==> config.mk <==
export PLATFORM = sky130hd
export DESIGN_NAME = pixel_deserializer_flat
export DESIGN_NICKNAME = d
export VERILOG_FILES = /design/src/rtl/pixel_deserializer_if.sv /design/src/rtl/pixel_deserializer.sv /design/src/flat_wrapper.sv
export SDC_FILE = /design/constraint.sdc
export NUM_CORES = 1
export LEC_CHECK = 0
export CAP_MARGIN = 20
export CORE_MARGIN = 2
export CORE_UTILIZATION = 40
export CTS_CLUSTER_DIAMETER = 150
export DETAILED_ROUTE_END_ITERATION = 6
export DONT_BUFFER_PORTS = 1
export PLACE_DENSITY_LB_ADDON = 0.2
export SLEW_MARGIN = 10
export SYNTH_ARGS = -nofsm -noshare
export SYNTH_HDL_FRONTEND = slang
export SYNTH_SLANG_ARGS = --single-unit
export TNS_END_PERCENT = 30
==> constraint.sdc <==
create_clock -name clk -period 2.84 [get_ports clk]
set_clock_uncertainty 0.15 [all_clocks]
set_input_delay 0.568 -clock clk [delete_from_list [all_inputs] [get_ports clk]]
set_output_delay 0.568 -clock clk [all_outputs]
set_load 0.01 [all_outputs]
==> src/rtl/pixel_deserializer_if.sv <==
// Serial pixel link input and reassembled-pixel valid/ready output bundle.
interface pixel_deserializer_if #(
  parameter int PIXEL_WIDTH = 24
);
  logic                   serial_data;
  logic                   serial_valid;
  logic                   sync;
  logic [PIXEL_WIDTH-1:0] pixel_data;
  logic                   pixel_valid;
  logic                   pixel_ready;

  modport master (
    output serial_data, serial_valid, sync, pixel_ready,
    input  pixel_data, pixel_valid
  );

  modport slave (
    input  serial_data, serial_valid, sync, pixel_ready,
    output pixel_data, pixel_valid
  );
endinterface

==> src/rtl/pixel_deserializer.sv <==
// Serial pixel link receiver: sync-aligned MSB-first word assembly feeding a
// small output FIFO with a valid/ready handshake.
//
// state | meaning
// HUNT  | waiting for a sync-qualified bit; all other bits ignored
// SHIFT | aligned; assembling words, realigning on unexpected sync
module pixel_deserializer #(
  parameter int PIXEL_WIDTH = 24,
  parameter int FIFO_DEPTH  = 4
) (
  input  logic                        clk,
  input  logic                        rst_n,
  pixel_deserializer_if.slave         bus,
  input  logic                        clear_status,
  output logic                        locked,
  output logic [$clog2(FIFO_DEPTH):0] fifo_level,
  output logic                        overflow,
  output logic [7:0]                  sync_err_count
);

  localparam int SHIFT_W = PIXEL_WIDTH - 1;
  localparam int CNT_W   = $clog2(PIXEL_WIDTH);
  localparam int PTR_W   = $clog2(FIFO_DEPTH);
  localparam int LVL_W   = PTR_W + 1;
  localparam logic [CNT_W-1:0] LAST_BIT = CNT_W'(PIXEL_WIDTH - 1);
  localparam logic [LVL_W-1:0] FULL_LVL = LVL_W'(FIFO_DEPTH);

  typedef enum logic {HUNT, SHIFT} state_t;

  state_t               state_q, state_nxt;
  logic [CNT_W-1:0]     cnt_q, cnt_nxt;
  logic [SHIFT_W-1:0]   shift_q, shift_nxt;
  logic [PIXEL_WIDTH-1:0] word;
  logic                 push;
  logic                 realign;

  logic [PIXEL_WIDTH-1:0] mem [FIFO_DEPTH];
  logic [PTR_W-1:0]     wr_ptr_q, rd_ptr_q;
  logic [LVL_W-1:0]     level_q;
  logic [PIXEL_WIDTH-1:0] last_q;
  logic                 pop, full, wr_en, ovf_evt;

  always_ff @(posedge clk or negedge rst_n) begin
    if (!rst_n) begin
      state_q <= HUNT;
      cnt_q   <= '0;
      shift_q <= '0;
    end else begin
      state_q <= state_nxt;
      cnt_q   <= cnt_nxt;
      shift_q <= shift_nxt;
    end
  end

  // Only the low W-1 bits need storing; the arriving bit completes the word.
  always_comb begin
    state_nxt = state_q;
    cnt_nxt   = cnt_q;
    shift_nxt = shift_q;
    push      = 1'b0;
    realign   = 1'b0;
    word      = {shift_q, bus.serial_data};
    if (bus.serial_valid) begin
      case (state_q)
        HUNT: begin
          if (bus.sync) begin
            state_nxt = SHIFT;
            shift_nxt = SHIFT_W'(bus.serial_data);
            cnt_nxt   = CNT_W'(1);
          end
        end
        SHIFT: begin
          if (bus.sync && (cnt_q != '0)) begin
            realign   = 1'b1;
            shift_nxt = SHIFT_W'(bus.serial_data);
            cnt_nxt   = CNT_W'(1);
          end else begin
            shift_nxt = word[SHIFT_W-1:0];
            if (cnt_q == LAST_BIT) begin
              push    = 1'b1;
              cnt_nxt = '0;
            end else begin
              cnt_nxt = cnt_q + 1'b1;
            end
          end
        end
        default: state_nxt = HUNT;
      endcase
    end
  end

  assign locked = (state_q == SHIFT);

  assign bus.pixel_valid = (level_q != '0);
  assign pop     = bus.pixel_valid && bus.pixel_ready;
  assign full    = (level_q == FULL_LVL);
  assign wr_en   = push && (!full || pop);
  assign ovf_evt = push && full && !pop;

  always_ff @(posedge clk) begin
    if (wr_en) mem[wr_ptr_q] <= word;
  end

  // last_q keeps the most recently popped word visible while the FIFO is empty.
  always_ff @(posedge clk or negedge rst_n) begin
    if (!rst_n) begin
      wr_ptr_q <= '0;
      rd_ptr_q <= '0;
      level_q  <= '0;
      last_q   <= '0;
    end else begin
      if (wr_en) wr_ptr_q <= wr_ptr_q + 1'b1;
      if (pop) begin
        rd_ptr_q <= rd_ptr_q + 1'b1;
        last_q   <= mem[rd_ptr_q];
      end
      case ({wr_en, pop})
        2'b10:   level_q <= level_q + 1'b1;
        2'b01:   level_q <= level_q - 1'b1;
        default: level_q <= level_q;
      endcase
    end
  end

  assign bus.pixel_data = bus.pixel_valid ? mem[rd_ptr_q] : last_q;
  assign fifo_level     = level_q;

  always_ff @(posedge clk or negedge rst_n) begin
    if (!rst_n) begin
      overflow       <= 1'b0;
      sync_err_count <= '0;
    end else begin
      if (ovf_evt)           overflow <= 1'b1;
      else if (clear_status) overflow <= 1'b0;

      if (realign) begin
        if (sync_err_count != 8'hFF) sync_err_count <= sync_err_count + 1'b1;
      end else if (clear_status) begin
        sync_err_count <= '0;
      end
    end
  end

endmodule

==> src/flat_wrapper.sv <==
// flat-port wrapper written by rule: the top's interface ports become plain ports
module pixel_deserializer_flat 
#(
  parameter int PIXEL_WIDTH = 24,
  parameter int FIFO_DEPTH  = 4
)
  (clk, rst_n, clear_status, locked, fifo_level, overflow, sync_err_count, bus_serial_data, bus_serial_valid, bus_sync, bus_pixel_ready, bus_pixel_data, bus_pixel_valid);
  pixel_deserializer_if #(.PIXEL_WIDTH(PIXEL_WIDTH)) bus_i ();
  input  logic clk;
  input  logic rst_n;
  input  logic clear_status;
  output logic locked;
  output logic [$clog2(FIFO_DEPTH):0] fifo_level;
  output logic overflow;
  output logic [7:0] sync_err_count;
  input wire logic [$bits(bus_i.serial_data)-1:0] bus_serial_data;
  input wire logic [$bits(bus_i.serial_valid)-1:0] bus_serial_valid;
  input wire logic [$bits(bus_i.sync)-1:0] bus_sync;
  input wire logic [$bits(bus_i.pixel_ready)-1:0] bus_pixel_ready;
  output wire logic [$bits(bus_i.pixel_data)-1:0] bus_pixel_data;
  output wire logic [$bits(bus_i.pixel_valid)-1:0] bus_pixel_valid;
  assign bus_i.serial_data = bus_serial_data;
  assign bus_i.serial_valid = bus_serial_valid;
  assign bus_i.sync = bus_sync;
  assign bus_i.pixel_ready = bus_pixel_ready;
  assign bus_pixel_data = bus_i.pixel_data;
  assign bus_pixel_valid = bus_i.pixel_valid;
  pixel_deserializer #(.PIXEL_WIDTH(PIXEL_WIDTH), .FIFO_DEPTH(FIFO_DEPTH)) u_core (.clk(clk), .rst_n(rst_n), .bus(bus_i), .clear_status(clear_status), .locked(locked), .fifo_level(fifo_level), .overflow(overflow), .sync_err_count(sync_err_count));
endmodule
After elaboration in Yosys (flattened, before gate mapping)

Memory sizes are Yosys's and may differ from the RTL's.
Index checks and enable logic that the tools add are counted.

Flip-flop bits (word level): 69
Output and inout port bits: 38
RAM bits: 96
Memories kept: 1

Eq/ne operators: 7
Reduce and logical (&&, ||, !) cells: 15
Bitwise gates (word level): 1
Multiplexer cells: 25
Add/subtract/negate cells: 6

Memory list:

| memory     | words | bits a word | read ports | clocked after memory_dff | write ports | line                     | RTL |
|---|---|---|---|---|---|---|---|
| u_core.mem | 4     | 24          | 1          | 0                        | 1           | pixel_deserializer.sv:37 | `logic [PIXEL_WIDTH-1:0] mem [FIFO_DEPTH];` |

Operators by type and width:

| operator                                                              | count |
|---|---|
| 23-bit two-way mux                                                    | 2 |
| 23-bit case mux with 2 select lines                                   | 1 |
| 24-bit two-way mux                                                    | 1 |
| 8-bit two-way mux                                                     | 3 |
| 5-bit two-way mux                                                     | 3 |
| 1-bit two-way mux                                                     | 13 |
| 5-bit case mux with 2 select lines                                    | 1 |
| 8-bit by 1-bit adder with 8-bit output, second input constant         | 1 |
| 8-bit != test, second input constant                                  | 1 |
| 3-bit case mux with 2 select lines                                    | 1 |
| 2-bit nonzero test                                                    | 3 |
| 5-bit by 1-bit adder with 5-bit output, second input constant         | 1 |
| 5-bit equality test, second input constant                            | 1 |
| 1-bit logical AND                                                     | 5 |
| 5-bit nonzero test                                                    | 1 |
| 2-bit by 1-bit adder with 2-bit output, second input constant         | 2 |
| 2-bit != test, second input constant                                  | 2 |
| 2-bit AND reduction                                                   | 2 |
| 3-bit by 1-bit adder with 3-bit output, second input constant         | 1 |
| 3-bit equality test, second input constant                            | 1 |
| 3-bit nonzero test                                                    | 1 |
| 3-bit by 1-bit subtractor with 3-bit output, second input constant    | 1 |
| 2-bit by 1-bit equality test with 1-bit output, second input constant | 1 |
| 2-bit equality test, second input constant                            | 1 |
| other kinds (3)                                                       | 4 |

Longest topological paths before layout

Gate-level depths: netlist (run 1).

Depth in word-level cells: 8
Mapped depth: 13
Depth with buffers taken out: 12

Least setup slack after synthesis (run 1)

OpenSTA, ideal clock, no wires.

Kind: flip-flop to flip-flop
Start: reg u_core.cnt_q[0]
End: mem u_core.mem[0][0] (enable)
Arrival: 2142 ps
Cell stages (with the launch flop): 8
Data required time: 2307 ps
Period minus slack after synthesis: 2675 ps
Library setup time: 383 ps
Path slack: 165 ps
Path through: dfrtp_1 inv_1 ha_1 or4b_4 a21oi_2 and3_1 buf_4 and2_1

Longest elaborated chain between the ends: 8
Elaborated cells between the ends (all ways): 10
Classes of those cells: 1 x eq/ne; 6 x mux; 3 x reduce/logical

RTL lines:

| element                                                   | line                                               | RTL |
|---|---|---|
| from (decl)                                               | pixel_deserializer.sv:31                           | `logic [CNT_W-1:0] cnt_q, cnt_nxt;` |
| from (signal assigned)                                    | pixel_deserializer.sv:50                           | `cnt_q <= cnt_nxt;` |
| 5-bit equality test or 5-bit nonzero test (tied branches) | pixel_deserializer.sv:79, pixel_deserializer.sv:73 |  |
| 1-bit two-way mux or 1-bit logical AND (tied branches)    | pixel_deserializer.sv:79, pixel_deserializer.sv:73 |  |
| 1-bit two-way mux (*)                                     | pixel_deserializer.sv:73                           | `if (bus.sync && (cnt_q != '0)) begin` |
| 1-bit two-way mux (*)                                     | pixel_deserializer.sv:64                           | `case (state_q)` |
| 1-bit two-way mux (*)                                     | pixel_deserializer.sv:63                           | `if (bus.serial_valid) begin` |
| 1-bit logical AND (*)                                     | pixel_deserializer.sv:97                           | `assign wr_en = push && (!full \|\| pop);` |
| 1-bit two-way mux (*)                                     | pixel_deserializer.sv:101                          | `if (wr_en) mem[wr_ptr_q] <= word;` |
| 1-bit two-way mux (implied by the code) (*)               | pixel_deserializer.sv:101                          |  |
| to (decl)                                                 | pixel_deserializer.sv:37                           |  |

Mark *: on every way between the ends. The rest lies on a longest branch, timed or not.

Worst setup path after layout (run 1)

Start: reg u_core.rd_ptr_q[0]
End: out bus_pixel_data[3]

Longest elaborated chain between the ends: 2

RTL lines:

| element                | line                      | RTL |
|---|---|---|
| from (decl)            | pixel_deserializer.sv:38  | `logic [PTR_W-1:0] wr_ptr_q, rd_ptr_q;` |
| from (signal assigned) | pixel_deserializer.sv:114 | `rd_ptr_q <= rd_ptr_q + 1'b1;` |
| memory 4 x 24 bit      | n/a                       |  |
| 24-bit two-way mux     | pixel_deserializer.sv:125 | `assign bus.pixel_data = bus.pixel_valid ? mem[rd_ptr_q] : last_q;` |
| to (decl)              | flat_wrapper.sv:20        | `output wire logic [$bits(bus_i.pixel_data)-1:0] bus_pixel_data;` |

Every way passes these cells.

==> results of run 1 <==
metal layers:
layer / wire, um / part of all wire [%] / vias to the layer above
li1: - / - / 1500
met1: 5080 / 43 / 1731
met2: 6000 / 51 / 56
met3: 464 / 4.0 / 14
met4: 201 / 1.7 / 0
met5: 0 / 0 / -
final cells by class:
cell class / count / area share [%]
Multi-Input combinational cell: 177 / 24.8
Tap cell: 220 / 3.59
Clock buffer: 20 / 5.70
Clock inverter: 12 / 2.30
Timing Repair Buffer: 16 / 2.73
Inverter: 13 / 0.637
Sequential cell: 165 / 60.2
critical path, stage by stage (launching register included):
cell and delay, ns:
dfrtp_2 0.49, buf_12 0.21, mux4_2 0.56, mux2_2 0.32
timing repair:
| action | in CTS | in global routing |
|---|---|---|
| setup buffers | 0 | 0 |
| hold endpoints to repair | 69 | 0 |
| resized for setup | 1 | 1 |
| hold buffers | 2 | 0 |
| setup endpoints to repair | 14 | 4 |
logic make-up (layout without fill, tap and decap cells):
kind of cell | Yosys count | in the layout
buffers and inverters | 32 | 61
AO/OA/AOI/OAI | 49 | 49
AND/OR/NAND/NOR | 38 | 38
multiplexers | 75 | 75
flip-flops | 165 | 165
XOR/XNOR | 6 | 6
adder cells (fa/ha/maj) | 9 | 9
worst paths after layout:
check,from,to,slack (ns)
hold reg to reg,u_core.last_q[5]$_DFFE_PN0P_,u_core.last_q[5]$_DFFE_PN0P_,0.35
setup reg to reg,u_core.cnt_q[0]$_DFFE_PN0P_,u_core.fifo_level[2]$_DFFE_PN0P_,0.13
hold / removal,bus_serial_data,u_core.mem[2][0]$_DFFE_PP_,0.09
max in group asynchronous,rst_n,u_core.shift_q[5]$_DFFE_PN0P_,1.68
setup / recovery,u_core.rd_ptr_q[0]$_DFFE_PN0P_,bus_pixel_data[3],0.11
min in group asynchronous,rst_n,u_core.last_q[18]$_DFFE_PN0P_,0.53
cells in the final DEF (no fill, tap or decap), drive strengths merged, types with 2 or more instances in the layout:
master,Yosys,layout
a21o,2,2
a21oi,5,5
a22o,24,24
and2,5,5
and3,2,2
buf,15,15
bufinv,0,4
clkbuf,4,20
clkinv,0,4
dfrtp,69,69
edfxtp,96,96
ha,8,8
inv,13,16
mux2,50,50
mux4,24,24
nand2,8,8
nand3,9,9
nand4,2,2
o211ai,4,4
o21ai,4,4
o31ai,6,6
or4,3,3
or4b,2,2
xnor2,3,3
xor2,3,3
through the flow:
stage	cell area [um^2]	power (mW)	util, %
after floorplan	6670	4.41	-
after global placement	7000	4.72	42.5
after detailed placement	7000	4.77	42.5
after CTS	7650	7.20	46.5
after global routing	7660	7.45	46.5
final	7660	7.08	46.5
report_power, final:
group | switching [mW] | internal (mW) | leakage, nW
registers | 0.222 | 2.80 | 1.69
clock network | 0.908 | 1.47 | 0.297
logic | 0.800 | 0.882 | 0.784
state kept, by name (all words and copies together), names as in the netlist:
register               count
u_core.cnt_q               5
u_core.fifo_level          3
u_core.last_q             24
u_core.locked              1
u_core.mem                96
u_core.overflow            1
u_core.rd_ptr_q            2
u_core.shift_q            23
u_core.sync_err_count      8
u_core.wr_ptr_q            2
==> PnR_summary.wiki, run 1 <==
{| class="wikitable"
! Metric !! Value
|-
| Routed via count || 3,301
|-
| Core Rows || 47
|-
| Floorplan Core Area || 16,500 um^2
|-
| Clock sink total || approximately 170
|-
| Setup repair after global routing missed its margin || false
|-
| Worst skew pair latency || 0.42 ns
|-
| Fraction of layout cells with a size suffix above 1 || 30.5%
|-
| Die boundary width || 133 um
|-
| CP Launch Type || flop
|-
| Number of flops mapped to enable cells by yosys || between 90 and 100
|-
| Reg2Reg Depth || 12
|-
| GRT Overall Usage || 14.4%
|-
| Number of buffers added on ports || 0
|-
| Run status || completed
|-
| Number of antenna-violating nets in the routed design || 0
|-
| Most heavily used metal layer in global routing || met2
|-
| Worst slew margin relative to its limit || 61.0%
|-
| Worst hold path depth || 0
|-
| Final setup violation count || 0
|-
| Total iterations of the first detailed-routing run || 4
|-
| Synthesized-area fraction occupied by ao, oa, aoi and oai cells || 5.78%
|-
| Ys Warns || 0
|-
| Vias per cell || 5.30
|-
| Start-to-end type of the worst setup path || flop to primary output
|-
| Synthesis-stage register bit count || 165
|-
| Storage cell area || 4610 um^2
|-
| Asr flop ratio synth || 41.8%
|-
| Final WL || 11,700 um
|-
| Clock-pin slew on the worst setup and hold paths || 0.06 ns
|-
| Data arrival time of the critical path || ~2 ns
|-
| Wire length of the first global-routing pass || 19,000 um
|-
| Cells after DPL || 589
|-
| Maximum resistive drop on vdd || around 0.00045 V
|-
| # H-tree levels || 4
|-
| GR Util met3 || 4.38%
|-
| Leakage || approximately 2.8 nW
|-
| XOR/XNOR Fraction of Synth Area || less than 1%
|-
| Syn_area_per_cell || 17.8 um^2
|-
| Non-filler instance count after layout || 623
|-
| Total congestion overflow after global routing || 0
|-
| Distinct cell type count of the synthesized netlist || 45
|-
| Global Route met1 Usage || 17.9%
|-
| Worst Hold Class || primary input to flop
|-
| Final hold violations || 0
|-
| Clock buffers created by TritonCTS || 17
|-
| Fraction of post-synthesis cell area in the top cell type by area || 43.2%
|-
| Required time worst endpoint || 2.12 ns
|-
| Proportion of synthesized area in mux cells || 16.7%
|-
| Die Outline Area || 17,700 um^2
|-
| Adder-cell share of the synthesized area || 1.80%
|-
| Highest fanout seen on the critical path || 14
|-
| Dominant synthesized flop cell || edfxtp_1
|-
| 1st-iter DRT viols || 210
|-
| Combinational family with the most area after synthesis || multiplexers
|-
| Most frequent cell after synthesis || edfxtp_1
|-
| Met2 GRT Util || a little under a quarter
|-
| Filler cell count || 1,422
|-
| Routability congestion estimate from global placement || about 0.72
|-
| Synthesized Nets || between 300 and 400
|-
| Area of the multi-input gates || 1900 um^2
|-
| DP Worst Slack || 0.167 ns
|-
| Synth top area cells || edfxtp_1 (43%), dfrtp_1 (26%), mux2_2 (8.3%)
|-
| Initial standard-cell utilization of the core || roughly two fifths
|-
| Average routed wire per standard cell || 18.8 um
|-
| Max_cap viols || 0
|-
| Synthesis-to-layout area growth || 14.8%
|-
| Cell accounting for the most synthesized area || edfxtp_1
|-
| Total power divided by cell area || 925 nW/um^2
|-
| Number of pins with negative max-slew slack in the final report || 0
|-
| Transition time at the pin with the least slew margin || 0.583 ns
|-
| Sequential area share after synthesis || approximately 70%
|-
| Synthesized instance count || between 300 and 400
|-
| Post-layout worst setup margin || 0.113 ns
|-
| Net count, final || around 410
|-
| Final cycle utilization of the critical path || between 90% and 100%
|-
| Final critical delay including setup and external delays || 2.73 ns
|-
| Max Clk Rate || 367 MHz
|-
| Clock tree from TritonCTS || done
|-
| I/O pins || 45
|-
| Post-DP HPWL || 6850 um
|-
| Root buffer selected by CTS || clkbuf_16
|-
| Maximum number of pins on one net before global-route repair || 70
|-
| Antenna Cells || 0
|-
| Cell area after synthesis || around 6700 um^2
|-
| Antenna violations before repair || 0
|-
| Worst hold-check slack || 0.0903 ns
|-
| Via count of the first global-routing pass || 3,479
|-
| Die Height || 133 um
|-
| Kind of capture point of the worst setup path || primary output
|-
| Maximum clock insertion buffer count || 2
|-
| Most used standard cells in the synthesized netlist || edfxtp_1 (96), dfrtp_1 (69), mux2_2 (49)
|-
| Detailed-route DRC error count || 0
|-
| Sum Neg Setup Slack || 0 ns
|-
| Simple-gate portion of the synthesized area || around 3.4%
|}
Note: power is estimated with default switching activity, not from simulation.
==> run 2, diff against run 1 <==
- TNS_END_PERCENT: 30 -> 50
==> results of run 2 <==
Same layout as run 1: the final DEF is identical, and so are final timing and power.
